==> src/rtl/rom_arbiter.sv <==
// Two-master arbiter in front of a single-port ROM/RAM: m0 instruction fetch, m1 data.
// m1 wins contention until it has been granted MAX_BURST times in a row while m0 waits.
module rom_arbiter #(
    parameter int DEPTH_WORDS = 512,
    parameter int MAX_BURST   = 4
) (
    input  logic        clk,
    input  logic        rst,
    input  logic        m0_req_i,
    input  logic [31:0] m0_addr_i,
    output logic        m0_gnt_o,
    output logic        m0_rvalid_o,
    output logic [31:0] m0_rdata_o,
    output logic        m0_err_o,
    input  logic        m1_req_i,
    input  logic        m1_we_i,
    input  logic [31:0] m1_addr_i,
    input  logic [31:0] m1_wdata_i,
    output logic        m1_gnt_o,
    output logic        m1_rvalid_o,
    output logic [31:0] m1_rdata_o,
    output logic        m1_err_o,
    output logic        rom_en_o,
    output logic        rom_we_o,
    output logic [31:0] rom_addr_o,
    output logic [31:0] rom_wdata_o,
    input  logic [31:0] rom_rdata_i
);
    localparam int SW = ($clog2(MAX_BURST + 1) > 3) ? $clog2(MAX_BURST + 1) : 3;

    typedef enum logic [1:0] {S_IDLE, S_M0, S_M1} state_t;

    state_t        state, state_nxt;
    logic [SW-1:0] streak;
    logic          at_limit, gnt0, gnt1, any_gnt, sel_we, addr_ok;
    logic [31:0]   sel_addr;
    logic          rsp_rd, rsp_err;
    logic [31:0]   m0_rdata_q, m1_rdata_q;

    assign at_limit = (streak == SW'(MAX_BURST));
    assign gnt0     = !rst && m0_req_i && (!m1_req_i || at_limit);
    assign gnt1     = !rst && m1_req_i && !(m0_req_i && at_limit);
    assign any_gnt  = gnt0 || gnt1;
    assign sel_we   = gnt1 && m1_we_i;
    assign sel_addr = gnt0 ? m0_addr_i : (gnt1 ? m1_addr_i : 32'h0);

    // Writes must also be word aligned; reads ignore the byte offset.
    assign addr_ok  = ({2'b00, sel_addr[31:2]} < 32'(DEPTH_WORDS)) &&
                      (!sel_we || (sel_addr[1:0] == 2'b00));

    assign m0_gnt_o    = gnt0;
    assign m1_gnt_o    = gnt1;
    assign rom_en_o    = any_gnt && addr_ok;
    assign rom_we_o    = sel_we && addr_ok;
    assign rom_addr_o  = sel_addr;
    assign rom_wdata_o = gnt1 ? m1_wdata_i : 32'h0;
    assign m0_rdata_o  = m0_rdata_q;
    assign m1_rdata_o  = m1_rdata_q;

    always_ff @(posedge clk or posedge rst) begin
        if (rst) begin
            state      <= S_IDLE;
            streak     <= '0;
            rsp_rd     <= 1'b0;
            rsp_err    <= 1'b0;
            m0_rdata_q <= 32'h0;
            m1_rdata_q <= 32'h0;
        end else begin
            state   <= state_nxt;
            rsp_rd  <= any_gnt && !sel_we;
            rsp_err <= any_gnt && !addr_ok;
            if (gnt0)
                m0_rdata_q <= addr_ok ? rom_rdata_i : 32'h0;
            if (gnt1 && !sel_we)
                m1_rdata_q <= addr_ok ? rom_rdata_i : 32'h0;
            // Only m1 grants that make m0 wait count toward the burst limit.
            if (gnt1 && m0_req_i)
                streak <= at_limit ? streak : streak + SW'(1);
            else
                streak <= '0;
        end
    end

    always_comb begin
        state_nxt   = S_IDLE;
        m0_rvalid_o = 1'b0;
        m0_err_o    = 1'b0;
        m1_rvalid_o = 1'b0;
        m1_err_o    = 1'b0;
        if (gnt0)      state_nxt = S_M0;
        else if (gnt1) state_nxt = S_M1;
        case (state)
            S_M0: begin
                m0_rvalid_o = rsp_rd;
                m0_err_o    = rsp_err;
            end
            S_M1: begin
                m1_rvalid_o = rsp_rd;
                m1_err_o    = rsp_err;
            end
            default: ;
        endcase
    end
endmodule

==> config.mk <==
export PLATFORM = sky130hd
export DESIGN_NAME = rom_arbiter
export DESIGN_NICKNAME = d
export VERILOG_FILES = /design/src/rtl/rom_arbiter.sv
export SDC_FILE = /design/constraint.sdc
export NUM_CORES = 1
export LEC_CHECK = 0
export CORE_MARGIN = 1
export CORE_UTILIZATION = 30
export DETAILED_ROUTE_END_ITERATION = 7
export GPL_TIMING_DRIVEN = 0
export PLACE_DENSITY = 0.9
export SLEW_MARGIN = 15
export SYNTH_ARGS = -nofsm -noshare
export SYNTH_HDL_FRONTEND = slang
export SYNTH_SLANG_ARGS = --single-unit
==> constraint.sdc <==
create_clock -name clk -period 2.6 [get_ports clk]
set_clock_uncertainty 0.15 [all_clocks]
set_input_delay 0.78 -clock clk [delete_from_list [all_inputs] [get_ports clk]]
set_output_delay 0.78 -clock clk [all_outputs]
set_load 0.02 [all_outputs]
# Word-level counts from Yosys, hierarchy flattened

Cells that the tools add are included.

Input bits: 133
Output and inout bits: 136
Register bits: 71

Eq/ne operators: 4
Multiplexer cells: 12
Order comparisons: 1
Reduce and logical (&&, ||, !) cells: 22
Add/sub/neg operators: 1

Operators by type and width:

| operator                                              | count |
|---|---|
| two-way mux 32 bit                                    | 4 |
| < comparator 30 x 10 -> 1 bit (second input constant) | 1 |
| logical AND 1 bit                                     | 13 |
| two-way mux 3 bit                                     | 2 |
| zero test 1 bit                                       | 5 |
| two-way mux 1 bit                                     | 4 |
| two-way mux 2 bit                                     | 2 |
| adder 3 x 1 -> 3 bit (second input constant)          | 1 |
| == test 3 bit (second input constant)                 | 1 |
| logical OR 1 bit                                      | 3 |
| == test 2 x 1 -> 1 bit (second input constant)        | 1 |
| == test 2 bit (second input constant)                 | 1 |
| zero test 2 bit                                       | 1 |
| inequality test 2 bit (second input constant)         | 1 |

# Logic depth before layout (Yosys ltp)

Word-level depth: 11
Gate-level depth with buffers: 8

# Least setup slack after synthesis

OpenSTA, ideal clock, no wires.

Path kind: input port to output port
Start: in rst
End: out rom_addr_o[11]
Required time: 1.670 ns
Setup slack: -0.344 ns
Arrival time: 2.014 ns
Path buffers: 1
Cell stages on the path: 5
Cell sequence: and2b_1 > nand2_2 > inv_2 > buf_1 > a22o_1

Longest elaborated chain between the ends: 5

RTL lines:

| element                          | line | text |
|---|---|---|
| start: declaration               | 8    | `input logic rst,` |
| zero test 1 bit (no line)        | --   |  |
| logical AND 1 bit (2 in series)  | 42   | `assign gnt1 = !rst && m1_req_i && !(m0_req_i && at_limit);` |
| named net m1_gnt_o               | 19   | `output logic m1_gnt_o,` |
| two-way mux 32 bit (2 in series) | 45   | `assign sel_addr = gnt0 ? m0_addr_i : (gnt1 ? m1_addr_i : 32'h0);` |
| end: declaration                 | 25   | `output logic [31:0] rom_addr_o,` |

The timed path passes the listed nets, and every way through them passes these cells.

# Final worst setup path

Start: in m1_addr_i[15]
End: out rom_en_o

Longest elaborated chain between the ends: 5

RTL lines:

| element                          | line | text |
|---|---|---|
| start: declaration               | 17   | `input logic [31:0] m1_addr_i,` |
| two-way mux 32 bit (2 in series) | 45   |  |
| < comparator 30 x 10 -> 1 bit    | 48   | `assign addr_ok = ({2'b00, sel_addr[31:2]} < 32'(DEPTH_WORDS)) &&` |
| logical AND 1 bit                | 48   |  |
| logical AND 1 bit                | 53   | `assign rom_en_o = any_gnt && addr_ok;` |
| end: declaration                 | 23   | `output logic rom_en_o,` |

Every way passes these cells.

==> summary.txt <==
Synthesis
  – Synth Cell Area: 3330 um2
  – Post-synth EDFFs: 0
  – Number of warnings issued by yosys: 0
  – Net Count, Synth: 412
  – Mean Syn Cell Area: 12.0 um2
  – Sequential element share of the synthesized area: 0.534
  – Largest cells by area after synthesis: dfrtp_1, a22o_1, and3_1
  – Synth async-reset ratio: 1.00
  – Synth cell count leaders: a22o_1, dfrtp_1, and3_1
  – Yosys top cell by area: dfrtp_1
  – Unique cell type count in the Yosys netlist: 38
  – Top-count cell post-synth: a22o_1
  – FF+latch count, synth: 71
  – Cells after synthesis: 277
  – Area share of the largest cell type after synthesis: 0.534
  – Synth Flop Type: dfrtp_1

Clocking
  – Root Buffer: clkbuf_8
  – Reg clk slew, reported paths: 0.08 ns
  – CTS max path bufs: 2
  – CTS sink count: 71
  – Htree depth: 3
  – TritonCTS clock tree: yes
  – CTS Hold Bufs: 0
  – CTS Buf Count: 9
  – Clk_lat worst skew: 0.33 ns

Die
  – Rows: 38
  – Die area: 11500 um2
  – Io pins: 269
  – Initial Util: 0.307
  – Core Area: 10800 um2
  – Die H: 107 um
  – Die Wd: 107 um

Global route
  – Initial antenna violation count: 0
  – Pin count of the biggest net entering global routing: 39
  – Congestion Overflow GR: 0
  – All-Layer GR Usage: 0.267
  – Vias in the first global route: 4200
  – First-pass GRT wire length: 23100 um

Final layout
  – Fin nets: 760
  – Fillers: 715
  – Diodes inserted: 0
  – Layout cells sized above 1: 0.475
  – Area grow syn2layout: 139%
  – Layout Cells excl Fill: 770
  – Final core utilization: 0.735

Min path
  – WHS Path Cells: 1
  – Hold Crit Endpoint: m0_rdata_o[12]
  – Min-delay src: m0_rdata_o[12]
  – Worst hold path type: flop to flop

Setup path
  – Worst Path Max Fanout: 3
  – RR Endpoint: m1_rdata_o[16]
  – Req. time, crit path: 1.67 ns
  – Crit Path Category: primary input to output port
  – Critical Path Source Type: primary input
  – Crit. End Element: output port
  – Worst r2r src: streak[1]
  – Arrival time worst endpoint: 2.01 ns
  – Worst-case reg-to-reg path depth: 9
  – R2R setup slack: 0.28 ns

Timing
  – Slew HR: 0.501
  – Slew Limit Fails: 0
  – Post-layout minimum cycle time: 2.94 ns
  – Fin Hold WS: 0.361 ns
  – Final setup violation count: 95
  – Final Hold Viols: 0
  – Setup slack after layout: -0.344 ns
  – Fin crit share: 1.13
  – Max Clock Freq: 340 MHz
  – Unrepaired setup endpoints after global routing: true
  – Worst slew pin tran: 0.747 ns

Placed design
  – Worst slack, placed: -1.49 ns
  – Post-DP HPWL: 11100 um
  – Placed cell count: 686
  – IO buf count: 268
  – GP Congestion: 0.929

Routing
  – Routed vias: 4091
  – WL final: 17400 um
  – DRT iter0 DRCs: 194
  – First-pass iteration count of the detailed router: 4
  – Wire per inst: 22.6 um
  – # DRC: 0
  – Post-route ant nets: 0
  – Routed vias/inst: 5.31

Pwr
  – Pwr per Cell Area: 343 nW/um2
  – Pleak: 3.69 nW
  – Worst vdd ir: 0.245 mV

Status
  – Failing checks: negative setup slack
  – Status: finished with violations

Job
  – Max_cap viols: 0
## flip-flops by register name (all words and copies together), names as in the netlist
| register | cells |
|---|---|
| rsp_err | 1 |
| streak | 3 |
| rsp_rd | 1 |
| m0_rdata_o | 32 |
| state | 2 |
| m1_rdata_o | 32 |
## metal layers
layer	routed length [um]	vias up	global-route usage
met1	6630	2071	0.317
li1	-	1798	-
met4	416	0	0.0832
met3	968	37	0.0527
met2	9350	185	0.484
met5	0	-	0
## stage by stage
stage               total power, mW  setup TNS (ns)  area (um2)
floorplan                      1.36          -0.181        3710
global route                   2.82          -22.19        7970
CTS                            2.68          -12.91        7470
global placement               1.73         -104.89        6570
finish                         2.74          -16.21        7970
detailed placement             1.74         -106.41        6590
## cell usage in the layout (no fill, tap or decap), types with 3 or more instances in the layout
cell type | netlist | routed
clkdlybuf4s15_1 | 0 | 3
buf_2 | 5 | 18
clkdlybuf4s50_1 | 0 | 150
clkbuf_8 | 0 | 14
a22o_1 | 95 | 67
buf_8 | 0 | 14
buf_4 | 0 | 29
and3_4 | 0 | 32
a22o_4 | 0 | 29
inv_8 | 0 | 3
dlygate4sd2_1 | 0 | 14
clkinvlp_4 | 0 | 3
nor2_1 | 3 | 3
nand2_1 | 5 | 4
clkbuf_16 | 0 | 5
clkbuf_1 | 16 | 6
dfrtp_1 | 71 | 71
nor4_4 | 0 | 5
clkdlybuf4s15_2 | 0 | 4
and3b_1 | 4 | 4
buf_6 | 3 | 105
buf_12 | 0 | 4
## report_power, final
group | total, mW | switching (mW) | internal, mW | leakage, nW
Combinational | 0.719 | 0.314 | 0.405 | 2.61
Clock | 0.907 | 0.434 | 0.472 | 0.0989
Sequential | 1.11 | 0.00286 | 1.11 | 0.988
## timing repair
action / 4_1_cts / 5_1_grt
buffers inserted: 44 / 21
gates resized for setup: 585 / 135
gates cloned: 12 / 2
endpoints found under the setup margin: 128 / 130
pin swaps: 46 / 45
## how the worst max path moves through the flow
stage,start,to,cells after the start
after floorplan,m0_addr_i[14],rom_en_o,4
final,m1_addr_i[15],rom_en_o,6
after global placement,m1_addr_i[15],rom_en_o,6
after global routing,streak[0],rom_en_o,9
after CTS,m1_addr_i[11],rom_en_o,6
after detailed placement,m1_addr_i[15],rom_en_o,6
## critical path: stages
cell and delay (ns):
buf_8 0.10, nor4_4 0.30, nand4_1 0.21, o21ai_2 0.24
o2111a_2 0.26, buf_6 0.12
## layout make-up
| class | count | area (um2) | area share |
|---|---|---|---|
| Clock inverter | 6 | 67.6 | 0.00848 |
| Multi-Input combinational cell | 175 | 2000 | 0.250 |
| Buffer | 24 | 308 | 0.0386 |
| Tap cell | 140 | 175 | 0.0220 |
| Sequential cell | 71 | 1780 | 0.223 |
| Timing Repair Buffer | 336 | 3440 | 0.432 |
| Timing Repair inverter | 2 | 22.5 | 0.00283 |
| Inverter | 6 | 46.3 | 0.00581 |
| Clock buffer | 10 | 138 | 0.0173 |
## logic make-up (layout without fill, tap and decap cells)
logic type / after synthesis / count (layout) / share of synthesized area
flops: 71 / 71 / 0.534
mux: 1 / 1 / 0.00301
fa+ha+maj: 2 / 2 / 0.00752
simple gates: 68 / 68 / 0.134
buf+inv: 31 / 384 / 0.0436
compound gates: 104 / 104 / 0.278
(Power assumes the default switching activity.)
